$ cat src/rtl/spi_responder.sv
// spi_responder: SPI mode-0 target with a byte-addressed register file.
//
// Lets an SPI initiator (the accelerometer front end) be exercised in loopback
// without the physical sensor. The command set is the accelerometer one:
// CMD_WRITE / CMD_READ, then an address byte, then data bytes. A fabric-side
// host port preloads and inspects registers, e.g. to inject fake samples.
//
// SCLK, SS and MOSI are asynchronous to clk_i. Each one is oversampled through
// a 2-flop synchronizer followed by a history flop.
//
// Build option:
//   SPI_RESPONDER_BURST_EN  defined: the DATA phase continues for as many bytes
//                           as the initiator clocks, auto-incrementing and
//                           wrapping the address.
//                           undefined (default): one data byte per transaction,
//                           after which the responder ignores the bus until SS
//                           rises.
//
// Ports:
//   clk_i           system clock (108 MHz)
//   reset_i         synchronous, active-high reset
//   sclk_i          SPI clock from the initiator (async)
//   mosi_i          serial data from the initiator (async)
//   ss_i            slave select, active-low (async)
//   miso_o          serial data to the initiator; 0 while synchronized SS is high
//   host_we_i       host write strobe
//   host_addr_i     host register address
//   host_wdata_i    host write data
//   host_rdata_o    reg[host_addr_i], one cycle of latency
//   spi_wr_valid_o  one-cycle pulse when an SPI write commits
//   spi_wr_addr_o   address of the committed SPI write
//   spi_wr_data_o   data of the committed SPI write
//   busy_o          synchronized SS is low and a transaction is in progress

module spi_responder #(
  parameter int unsigned ADDR_W    = 6,  // at most 8: addresses come from one byte
  parameter logic [7:0]  CMD_WRITE = 8'h0A,
  parameter logic [7:0]  CMD_READ  = 8'h0B
) (
  input  logic              clk_i,
  input  logic              reset_i,
  input  logic              sclk_i,
  input  logic              mosi_i,
  input  logic              ss_i,
  output logic              miso_o,
  input  logic              host_we_i,
  input  logic [ADDR_W-1:0] host_addr_i,
  input  logic [7:0]        host_wdata_i,
  output logic [7:0]        host_rdata_o,
  output logic              spi_wr_valid_o,
  output logic [ADDR_W-1:0] spi_wr_addr_o,
  output logic [7:0]        spi_wr_data_o,
  output logic              busy_o
);

  localparam int unsigned       Depth   = 2 ** ADDR_W;
  localparam logic [ADDR_W-1:0] AddrOne = 1;

  typedef enum logic [2:0] {
    StIdle,
    StCmd,
    StAddr,
    StData,
    StIgnore
  } state_e;

  // ---------------------------------------------------------------------------
  // Input synchronizers: bit 0 and 1 synchronize, bit 2 is the history flop.
  // ---------------------------------------------------------------------------
  logic [2:0] sclk_q;
  logic [2:0] ss_q;
  logic [2:0] mosi_q;

  always_ff @(posedge clk_i) begin
    if (reset_i) begin
      sclk_q <= 3'b000;
      ss_q   <= 3'b111;
      mosi_q <= 3'b000;
    end else begin
      sclk_q <= {sclk_q[1:0], sclk_i};
      ss_q   <= {ss_q[1:0], ss_i};
      mosi_q <= {mosi_q[1:0], mosi_i};
    end
  end

  logic sclk_rise;
  logic sclk_fall;
  logic ss_fall;
  logic ss_rise;
  logic mosi_bit;
  logic ss_sync;

  assign sclk_rise = sclk_q[1] & ~sclk_q[2];
  assign sclk_fall = ~sclk_q[1] & sclk_q[2];
  assign ss_sync   = ss_q[1];
  assign ss_rise   = ss_q[1] & ~ss_q[2];
  // MOSI is stable for many clk cycles around an SCLK edge, so the history copy
  // is as good a sample as the synchronizer output.
  assign mosi_bit  = mosi_q[2];

  // ---------------------------------------------------------------------------
  // Arming: the SS chain resets to 1, so if the pin is low when reset drops the
  // chain would show a fake falling edge. A transaction may only start after a
  // genuinely high SS has been observed once the chain has been refilled.
  // ---------------------------------------------------------------------------
  logic [1:0] settle_q;
  logic       armed_q;

  always_ff @(posedge clk_i) begin
    if (reset_i) begin
      settle_q <= 2'd0;
      armed_q  <= 1'b0;
    end else begin
      if (settle_q != 2'd2) begin
        settle_q <= settle_q + 2'd1;
      end
      if (settle_q == 2'd2 && ss_sync) begin
        armed_q <= 1'b1;
      end
    end
  end

  assign ss_fall = armed_q & ss_q[2] & ~ss_q[1];

  // ---------------------------------------------------------------------------
  // State
  // ---------------------------------------------------------------------------
  state_e            state_q;
  logic              mode_wr_q;
  logic [2:0]        bit_cnt_q;
  logic [7:0]        rx_shift_q;
  logic              byte_done_q;
  logic [ADDR_W-1:0] addr_q;
  logic [7:0]        tx_shift_q;
  logic              miso_q;
  logic              wr_valid_q;
  logic [ADDR_W-1:0] wr_addr_q;
  logic [7:0]        wr_data_q;
  logic [7:0]        host_rdata_q;

  logic [7:0]        regs_q [Depth];

  logic [ADDR_W-1:0] rx_addr;
  logic              spi_we;

  assign rx_addr = rx_shift_q[ADDR_W-1:0];

  // An SS rise in the same cycle as byte_done aborts the byte: no commit.
  assign spi_we = ~reset_i & byte_done_q & ~ss_rise & mode_wr_q & (state_q == StData);

  // ---------------------------------------------------------------------------
  // Transaction FSM with the shift registers and registered outputs.
  // ---------------------------------------------------------------------------
  always_ff @(posedge clk_i) begin
    if (reset_i) begin
      state_q     <= StIdle;
      mode_wr_q   <= 1'b0;
      bit_cnt_q   <= 3'd0;
      rx_shift_q  <= 8'h00;
      byte_done_q <= 1'b0;
      addr_q      <= '0;
      tx_shift_q  <= 8'h00;
      miso_q      <= 1'b0;
      wr_valid_q  <= 1'b0;
      wr_addr_q   <= '0;
      wr_data_q   <= 8'h00;
    end else begin
      wr_valid_q  <= 1'b0;
      byte_done_q <= 1'b0;
      miso_q      <= ss_sync ? 1'b0 : tx_shift_q[7];

      if (ss_rise) begin
        // End of transaction: drop any partial byte and any pending read data.
        state_q    <= StIdle;
        bit_cnt_q  <= 3'd0;
        tx_shift_q <= 8'h00;
      end else begin
        if (state_q != StIdle) begin
          if (sclk_rise) begin
            rx_shift_q <= {rx_shift_q[6:0], mosi_bit};
            bit_cnt_q  <= bit_cnt_q + 3'd1;
            if (bit_cnt_q == 3'd7 && state_q != StIgnore) begin
              byte_done_q <= 1'b1;
            end
          end
          // No shift on the fall right after a byte boundary, so the MSB that
          // was just loaded stays on MISO for the first rise of the next byte.
          if (sclk_fall && bit_cnt_q != 3'd0) begin
            tx_shift_q <= {tx_shift_q[6:0], 1'b0};
          end
        end

        unique case (state_q)
          StIdle: begin
            if (ss_fall) begin
              state_q    <= StCmd;
              bit_cnt_q  <= 3'd0;
              tx_shift_q <= 8'h00;
            end
          end

          StCmd: begin
            if (byte_done_q) begin
              if (rx_shift_q == CMD_WRITE) begin
                mode_wr_q <= 1'b1;
                state_q   <= StAddr;
              end else if (rx_shift_q == CMD_READ) begin
                mode_wr_q <= 1'b0;
                state_q   <= StAddr;
              end else begin
                state_q <= StIgnore;
              end
            end
          end

          StAddr: begin
            if (byte_done_q) begin
              state_q <= StData;
              if (mode_wr_q) begin
                addr_q <= rx_addr;
              end else begin
                // Reads prefetch the first byte here; addr_q then points at
                // the byte to fetch at the next boundary.
                tx_shift_q <= regs_q[rx_addr];
                addr_q     <= rx_addr + AddrOne;
              end
            end
          end

          StData: begin
            if (byte_done_q) begin
              addr_q <= addr_q + AddrOne;
              if (mode_wr_q) begin
                wr_valid_q <= 1'b1;
                wr_addr_q  <= addr_q;
                wr_data_q  <= rx_shift_q;
              end
`ifdef SPI_RESPONDER_BURST_EN
              if (!mode_wr_q) begin
                tx_shift_q <= regs_q[addr_q];
              end
`else
              if (!mode_wr_q) begin
                tx_shift_q <= 8'h00;
              end
              state_q <= StIgnore;
`endif
            end
          end

          StIgnore: begin
            // Hold until SS rises.
          end

          default: begin
            state_q <= StIdle;
          end
        endcase
      end
    end
  end

  // ---------------------------------------------------------------------------
  // Register file: not reset. The SPI write is issued last so it wins a
  // same-address collision with the host. Reads above see pre-write contents.
  // ---------------------------------------------------------------------------
  always_ff @(posedge clk_i) begin
    if (host_we_i) begin
      regs_q[host_addr_i] <= host_wdata_i;
    end
    if (spi_we) begin
      regs_q[addr_q] <= rx_shift_q;
    end
  end

  always_ff @(posedge clk_i) begin
    if (reset_i) begin
      host_rdata_q <= 8'h00;
    end else begin
      host_rdata_q <= regs_q[host_addr_i];
    end
  end

  assign miso_o         = miso_q;
  assign host_rdata_o   = host_rdata_q;
  assign spi_wr_valid_o = wr_valid_q;
  assign spi_wr_addr_o  = wr_addr_q;
  assign spi_wr_data_o  = wr_data_q;
  assign busy_o         = ~ss_sync & (state_q != StIdle);

endmodule
$ cat config.mk
export PLATFORM = sky130hd
export DESIGN_NAME = spi_responder
export DESIGN_NICKNAME = d
export VERILOG_FILES = /design/src/rtl/spi_responder.sv
export SDC_FILE = /design/constraint.sdc
export NUM_CORES = 1
export LEC_CHECK = 0
export ABC_AREA = 0
export CAP_MARGIN = 30
export CORE_MARGIN = 5
export CORE_UTILIZATION = 51
export CTS_BUF_LIST = sky130_fd_sc_hd__clkbuf_4 sky130_fd_sc_hd__clkbuf_8
export DETAILED_ROUTE_END_ITERATION = 8
export PLACE_DENSITY = 0.67
export SLEW_MARGIN = 20
export SYNTH_ARGS = -nofsm -noshare
export SYNTH_HDL_FRONTEND = slang
export SYNTH_SLANG_ARGS = --single-unit
$ cat constraint.sdc
create_clock -name clk_i -period 4.2 [get_ports clk_i]
set_input_delay 0.84 -clock clk_i [delete_from_list [all_inputs] [get_ports clk_i]]
set_output_delay 0.84 -clock clk_i [all_outputs]
set_load 0.03 [all_outputs]
Word level (Yosys, flattened, before mapping). Memory sizes are Yosys's and may differ from the RTL's. A register that Yosys moved wholly into a read port is not among the register bits. Index checks and enable logic that the tools add are counted.

Add/sub/neg operators: 4. Equal/unequal tests: 14. Multiplexer cells: 33. Bitwise logic cells: 21. Reduce and logical (&&, ||, !) cells: 17.

Operators with widths (count): $mux 8 (7); $mux 3 (10); $mux 6 (5); $pmux 8 s3 (1); $eq 8x4->1 const B (2); $pmux 3 s5 (1); $add 6x1->6 const B (2); $pmux 6 s2 (1); $reduce_and 4->1 (3); $not 1->1 (11); $and 1x1->1 (10); $ne 2x2->1 const B (5); $mux 1 (8); $reduce_or 4->1 (2); $eq 3x2->1 const B (2); $eq 3x3->1 const B (2); $reduce_bool 3->1 (2); $reduce_and 5->1 (1); $reduce_bool 2->1 (2); $reduce_or 2->1 (2); $add 3x1->3 const B (1); $eq 3x1->1 const B (1); $logic_and 1x1->1 (3); $logic_not 3->1 (1); other kinds (4) (4).

Flip-flop bits (word level): 58. Memory bits (writable): 512. Input port bits: 20. Output and inout bits: 25. Word-level logic and storage cells: 106. Memories kept: 1.

Memories: regs_q (depth 64, width 8, read ports 2, clocked after memory_dff 2, wr ports 2, line 141) `logic [7:0] regs_q [Depth];`.

Longest topological paths before layout.
Depth in word-level cells: 8. Gate-level depth with buffers: 10. Depth with buffers taken out: 8.

Least setup slack after synthesis. No wires, ideal clock.

Kind: input-to-reg. From: input port host_addr_i[2]. To: memory regs_q[39][0] (enable). Library setup time: 0.384 ns. Arrival time: 2.785 ns. Slack: 1.031 ns. Stages: 7. Cell sequence: buf_2 buf_2 buf_2 buf_2 clkbuf_1 nand2_1 o21ai_0.

RTL lines: from (decl) (line 47) `input logic [ADDR_W-1:0] host_addr_i,`; to (decl) (line 141).

==> flow_results.org <==
** Timing
- Of the available clock period, the critical path in the final layout requires 0.8504.
- Hold Violations, Final :: 0
- In this run the tightest slew margin relative to its limit is 0.2067.
- The smallest clock period supported by the final layout is computed as 3.572 ns.
- Slew at the pin closest to its max-slew limit :: 1.188 ns
- Based on the critical path, the design can be clocked at up to 280.0 MHz.
- Number of setup violations in the final report :: 0
- Unrepaired setup endpoints after global routing :: no
- Final setup TNS :: 0 ns
- For the final database, setup skew stands at 0.03581 ns.
- The max-slew violation count came to 0.

** Yosys
- For this run, the register share of the synthesized area comes to 0.4912.
- Synthesis inferred 584 register bits.
- Of the post-synthesis cell area, the dominant cell type holds 0.4491.
- Post-synth ARST share :: 0
- Synth top area cells :: sky130_fd_sc_hd__edfxtp_1 45%, sky130_fd_sc_hd__mux2_2 17%, sky130_fd_sc_hd__mux4_2 11%
- sky130_fd_sc_hd__edfxtp_1 takes more of the synthesized area than any other cell.
- Counting flops with a built-in enable in the synthesized netlist gives 512.
- The synthesized netlist contains 75 unique library cells.
- Syn_area_per_cell :: 13.24 um^2
- Post-synth design cell area :: 0.03423 mm^2
- Synthesis handed over a netlist of 2586 instances.
- Syn Nets :: 2613
- Sorting the synthesized cells by how often they occur yields 513 x sky130_fd_sc_hd__mux2_2, 512 x sky130_fd_sc_hd__edfxtp_1, 174 x sky130_fd_sc_hd__clkbuf_1.
- Most instantiated flip-flop cell in the synthesis netlist :: sky130_fd_sc_hd__edfxtp_1
- sky130_fd_sc_hd__mux2_2 is the most common cell in the netlist.
- Yosys synthesis warning count :: 0

** Drt
- The routed layout has 26430 vias.
- Routed Wire Length :: 133000 um
- DR WL/cell :: 36.60 um
- The detailed router finished its first iteration with 4107 violations.
- Once detail routing completed, the nets flagged for antenna violations numbered 0.
- The pre-antenna-repair detailed-routing pass consisted of 6 iterations.
- Using the TritonRoute via totals, the vias-per-cell ratio works out to 7.274.
- Post-detailed-route DRC marker count :: 0

** GRT
- Number of global-route vias before repair :: 25910
- Wire length of the first global-routing pass :: 189400 um
- The initial antenna violation count was 7.
- After global routing the overflow that remains totals 0.
- GRT Resource Usage Total :: 0.3635
- Maximum number of pins on one net before global-route repair :: 69

** Clock tree
- Buffer levels on the longest clock path :: 3
- Number of buffers created by CTS :: 103
- Total setup buffers inserted after CTS :: 0
- Source-to-sink clock delay at the later pin of the worst-skew pair :: 0.74 ns
- Hold repair after CTS inserted 0 buffers.
- Number of clock sinks :: 584
- After clock tree synthesis, the repair step resized 0 gates.
- Clock root buffer :: sky130_fd_sc_hd__clkbuf_8
- TritonCTS built the clock tree.
- H-tree depth reported by CTS :: 3
- After clock tree synthesis, the clock-pin slew on the worst setup and hold paths is 0.06 ns.

** Power
- Of the total power, the share spent switching nets is 0.2389.
- Summed over all cells, the static leakage comes to 0.01266 uW.
- VDD IR max :: 0.0002863 V
- Cell internal power was estimated by the tool at 10150 uW.
- Fraction of power consumed by combinational cells :: 0.078
- The completed layout was analyzed and its total power is 13340 uW.
- Areal power density over the cells :: 346.7 mW/mm^2
- Sw power :: 3187 uW
- Of the total power, registers draw 0.481.
- Of the total power, the clock network draws 0.442.

** Floorplanning
- I/O pin count :: 45
- Vertical die dimension :: 269.1 um
- Die width :: 269.1 um
- For this configuration, the core starts out at a cell density of 0.5115.
- Placeable core region :: 0.06692 mm^2
- Row cnt :: 95
- Die ar. :: 0.07240 mm^2

** Layout
- Final-stage net count :: 2690
- In the final layout, the share of cells above drive strength 1 is 0.4246.
- Area added between synthesis and finish :: 12.42%

** Place
- After legalization and detailed placement, the total HPWL measured 89680 um.
- Total of buffers placed on input and output ports :: 44
- Routability-driven placement finished with a final weighted congestion of 1.033.

** Outcome
- The run finished with clean final reports.

** Critical path
- STA puts the critical path data arrival time at 4.19 ns.
- Crit-path max cell delay :: 1.00 ns
- The worst setup path is launched from a flop.
- Buf/Inv on CP :: 1
- Required time at the worst-slack endpoint :: 4.82 ns
- The critical path goes through nor2b_1 > buf_4 > a221oi_1 > a211oi_1 > o22ai_1 > o2bb2ai_1.
- Critical Path End Type :: flop
- The worst setup path is of the reg -> reg kind.
- CP max-delay cell :: sky130_fd_sc_hd__nor2b_1
- Along the worst path, the maximum fanout reaches 35.
- Among cell families on the critical path, the largest total delay comes from compound AO/OA/AOI/OAI gates.

** Min path
- The startpoint identified for the worst hold timing path is ss_q[0].
- The tightest min-delay check is of the reg -> reg type.

** Flow run
- Max-cap violation count :: 0
-- per-stage QoR --
stage	std cells	util	setup WS, ns	cell area [um^2]	hold WS [ns]
floorplan	2586	-	1.031	34230	0.3895
global placement	3430	0.5405	0.6579	36170	0.3922
detailed placement	3431	0.5406	0.5228	36180	0.4247
CTS	3624	0.5747	0.9943	38460	0.4311
global route	3626	0.5747	0.7029	38460	0.4461
finish	3634	0.5750	0.6285	38480	0.4263
-- layer usage --
layer	wire length, um	track usage	up-vias
li1	-	-	10360
met1	46510	0.4595	13200
met2	58840	0.5535	2284
met3	17640	0.1173	584
met4	9955	0.2099	8
met5	44	0	-
-- final cells by class --
| type | instances | area (um^2) |
|---|---|---|
| Antenna cell | 10 | 25.02 |
| Clock buffer | 159 | 1938 |
| Clock inverter | 34 | 341.6 |
| Fill cell | 5421 | 28440 |
| Inverter | 16 | 60.06 |
| Multi-Input combinational cell | 1706 | 16140 |
| Sequential cell | 584 | 16840 |
| Tap cell | 873 | 1092 |
| Timing Repair Buffer | 252 | 2046 |
-- cell usage in the layout, fill, tap and decap left out, drive strengths merged, types with 72 or more instances in the layout --
master,instances
o21ai,124
nor2,101
clkbuf,159
nand2,195
mux2i,100
edfxtp,512
dfxtp,72
mux2,516
buf,220
mux4,173
-- worst paths after layout --
check | slack (ns) | depth (start not counted) | to
max | 0.63 | 6 | tx_shift_q[3]
min | 0.43 | 1 | ss_q[1]
max reg2reg | 0.63 | 6 | tx_shift_q[3]
min reg2reg | 0.43 | 1 | ss_q[1]
-- cell families (layout without fill, tap and decap cells) --
group	Yosys count	in the layout	share of synthesized area
xor+xnor	6	6	0.001535
compound gates	449	449	0.08761
mux	789	789	0.3128
buf+inv	296	461	0.03761
flops	584	584	0.4912
other cells	0	10	0
fa+ha+maj	7	7	0.002558
simple gates	455	455	0.06663
-- flip-flops by register name, indices dropped and copies added, names as in the netlist, 6 cells and up, named ones only --
register / cells
tx_shift_q: 8
addr_q: 6
spi_wr_addr_o: 6
host_rdata_o: 8
regs_q: 512
rx_shift_q: 8
spi_wr_data_o: 8
-- power groups by stage --
stage          clock network, uW  registers [uW]  logic [uW]
2_1_floorplan                  0            6520         621
3_3_place_gp                   0            6530         964
3_5_place_dp                   0            6530         988
4_1_cts                     5920            6410         992
5_1_grt                     6190            6410        1070
6_report                    5890            6410        1040
Power figures use the tool's default switching activity.
==> edit (same flow settings) <==
Register the output `spi_wr_data_o` once more, with the module's reset; this adds one clock of latency there. The other outputs are not delayed to match.
--- a/src/rtl/spi_responder.sv
+++ b/src/rtl/spi_responder.sv
@@ -285,7 +285,13 @@
   assign host_rdata_o   = host_rdata_q;
   assign spi_wr_valid_o = wr_valid_q;
   assign spi_wr_addr_o  = wr_addr_q;
-  assign spi_wr_data_o  = wr_data_q;
+  always_ff @(posedge clk_i) begin
+    if (reset_i) begin
+      spi_wr_data_o <= '0;
+    end else begin
+      spi_wr_data_o <= wr_data_q;
+    end
+  end
   assign busy_o         = ~ss_sync & (state_q != StIdle);
 
 endmodule
Check against the original RTL: not settled (the Yosys comparison gave no result); the edit may change what the design does.
==> edit against the unedited design <==
- routed wire length rose by 1.3%
- sequential cell count rose by 8
- clock power fell by 10%
- setup slack got worse by 0.26 ns
- worst hold slack improved by 0.0064 ns
- final area fell by 0.43%
- power fell by 3.6%
- area after synthesis rose by 0.47%
==> edit: results <==
set metrics [dict create \
    drive_above_1_share_pct 42.3 \
    use_met3_pct 9.94 \
    grt_pass1_vias 25192 \
    critPathSlowestCell "nor2_2" \
    dp_cells 3377 \
    grt_max_degree 71 \
    pre_cts_ws_ns 0.421 \
    crit_fanout 16 \
    route.met3.wl_um 17900 \
    syn_avg_cell_area_um2 13.5 \
    reg2reg_depth 7 \
    slew_headroom_pct 20.1 \
    wirelength_met1_um 48500 \
    status "completed" \
    synth.area.top_cells "edfxtp_1 45%, mux2_2 17%, mux4_2 11%" \
    gp_congestion 1.08 \
    drt_iter0_drc 4171 \
    peakVddDrop_v 0.000257 \
    nFillCells 5445 \
    grt_use_met2_pct 54.6 \
    gr-usage-met1_pct 47.6 \
    leakagePower_nw 12.7 \
    antenna_found_initial 6 \
    fin_nets 2635 \
    grt_use_total_pct 35.8 \
    dr_wl_met2_um 59900 \
    numCtsBuffers 101 \
    crit_arrival_ns 4.30 \
]
edit: cell types whose count changed in the layout (fill, tap and decap cells not counted), moves of 22 or more:
cell     change
o21ai_0     -38
o22ai_1     +29
nand2_2     -22
mux2_4      +32
nand2_1     -53
edit: cells by family after synthesis:
group           Yosys count  share of synthesized area [%]
flops                   592                           49.4
fa+ha+maj                 7                          0.255
mux                     807                           31.8
compound gates          414                           8.26
simple gates            432                           6.77
xor+xnor                  6                          0.153
buf+inv                 284                           3.41
edit: worst register-to-register path, delay by kind of cell (launching register included):
family                 cells  cell delay [ns]
DFF                        1             0.47
and+or+nand+nor            5             2.35
muxes                      1             0.39
buffers and inverters      1             0.37
edit: area by class of cell:
| cell class | count | area (µm²) | area share, % |
|---|---|---|---|
| diodes | 2 | 5.00 | 0.0131 |
| well taps | 873 | 1090 | 2.85 |
| inverters | 12 | 45.0 | 0.118 |
| repair buffers | 235 | 1920 | 5.01 |
| clock inverters | 36 | 198 | 0.516 |
| clock buffers | 148 | 1810 | 4.73 |
| flip-flops and latches | 592 | 17000 | 44.4 |
| multi-input cells | 1666 | 16300 | 42.4 |
edit: report_power, final:
| part | internal, mW | switching (mW) |
|---|---|---|
| clock network | 2.82 | 2.48 |
| registers | 6.44 | 0.0339 |
| logic | 0.437 | 0.654 |
edit: worst paths after layout:
| kind | start | end | slack (ns) |
|---|---|---|---|
| worst max register to register | state_q[1] | regs_q[58][2] | 0.37 |
| worst min register to register | ss_q[0] | ss_q[1] | 0.43 |
| worst min-delay path | ss_q[0] | ss_q[1] | 0.43 |
| worst max-delay path | state_q[1] | regs_q[58][2] | 0.37 |
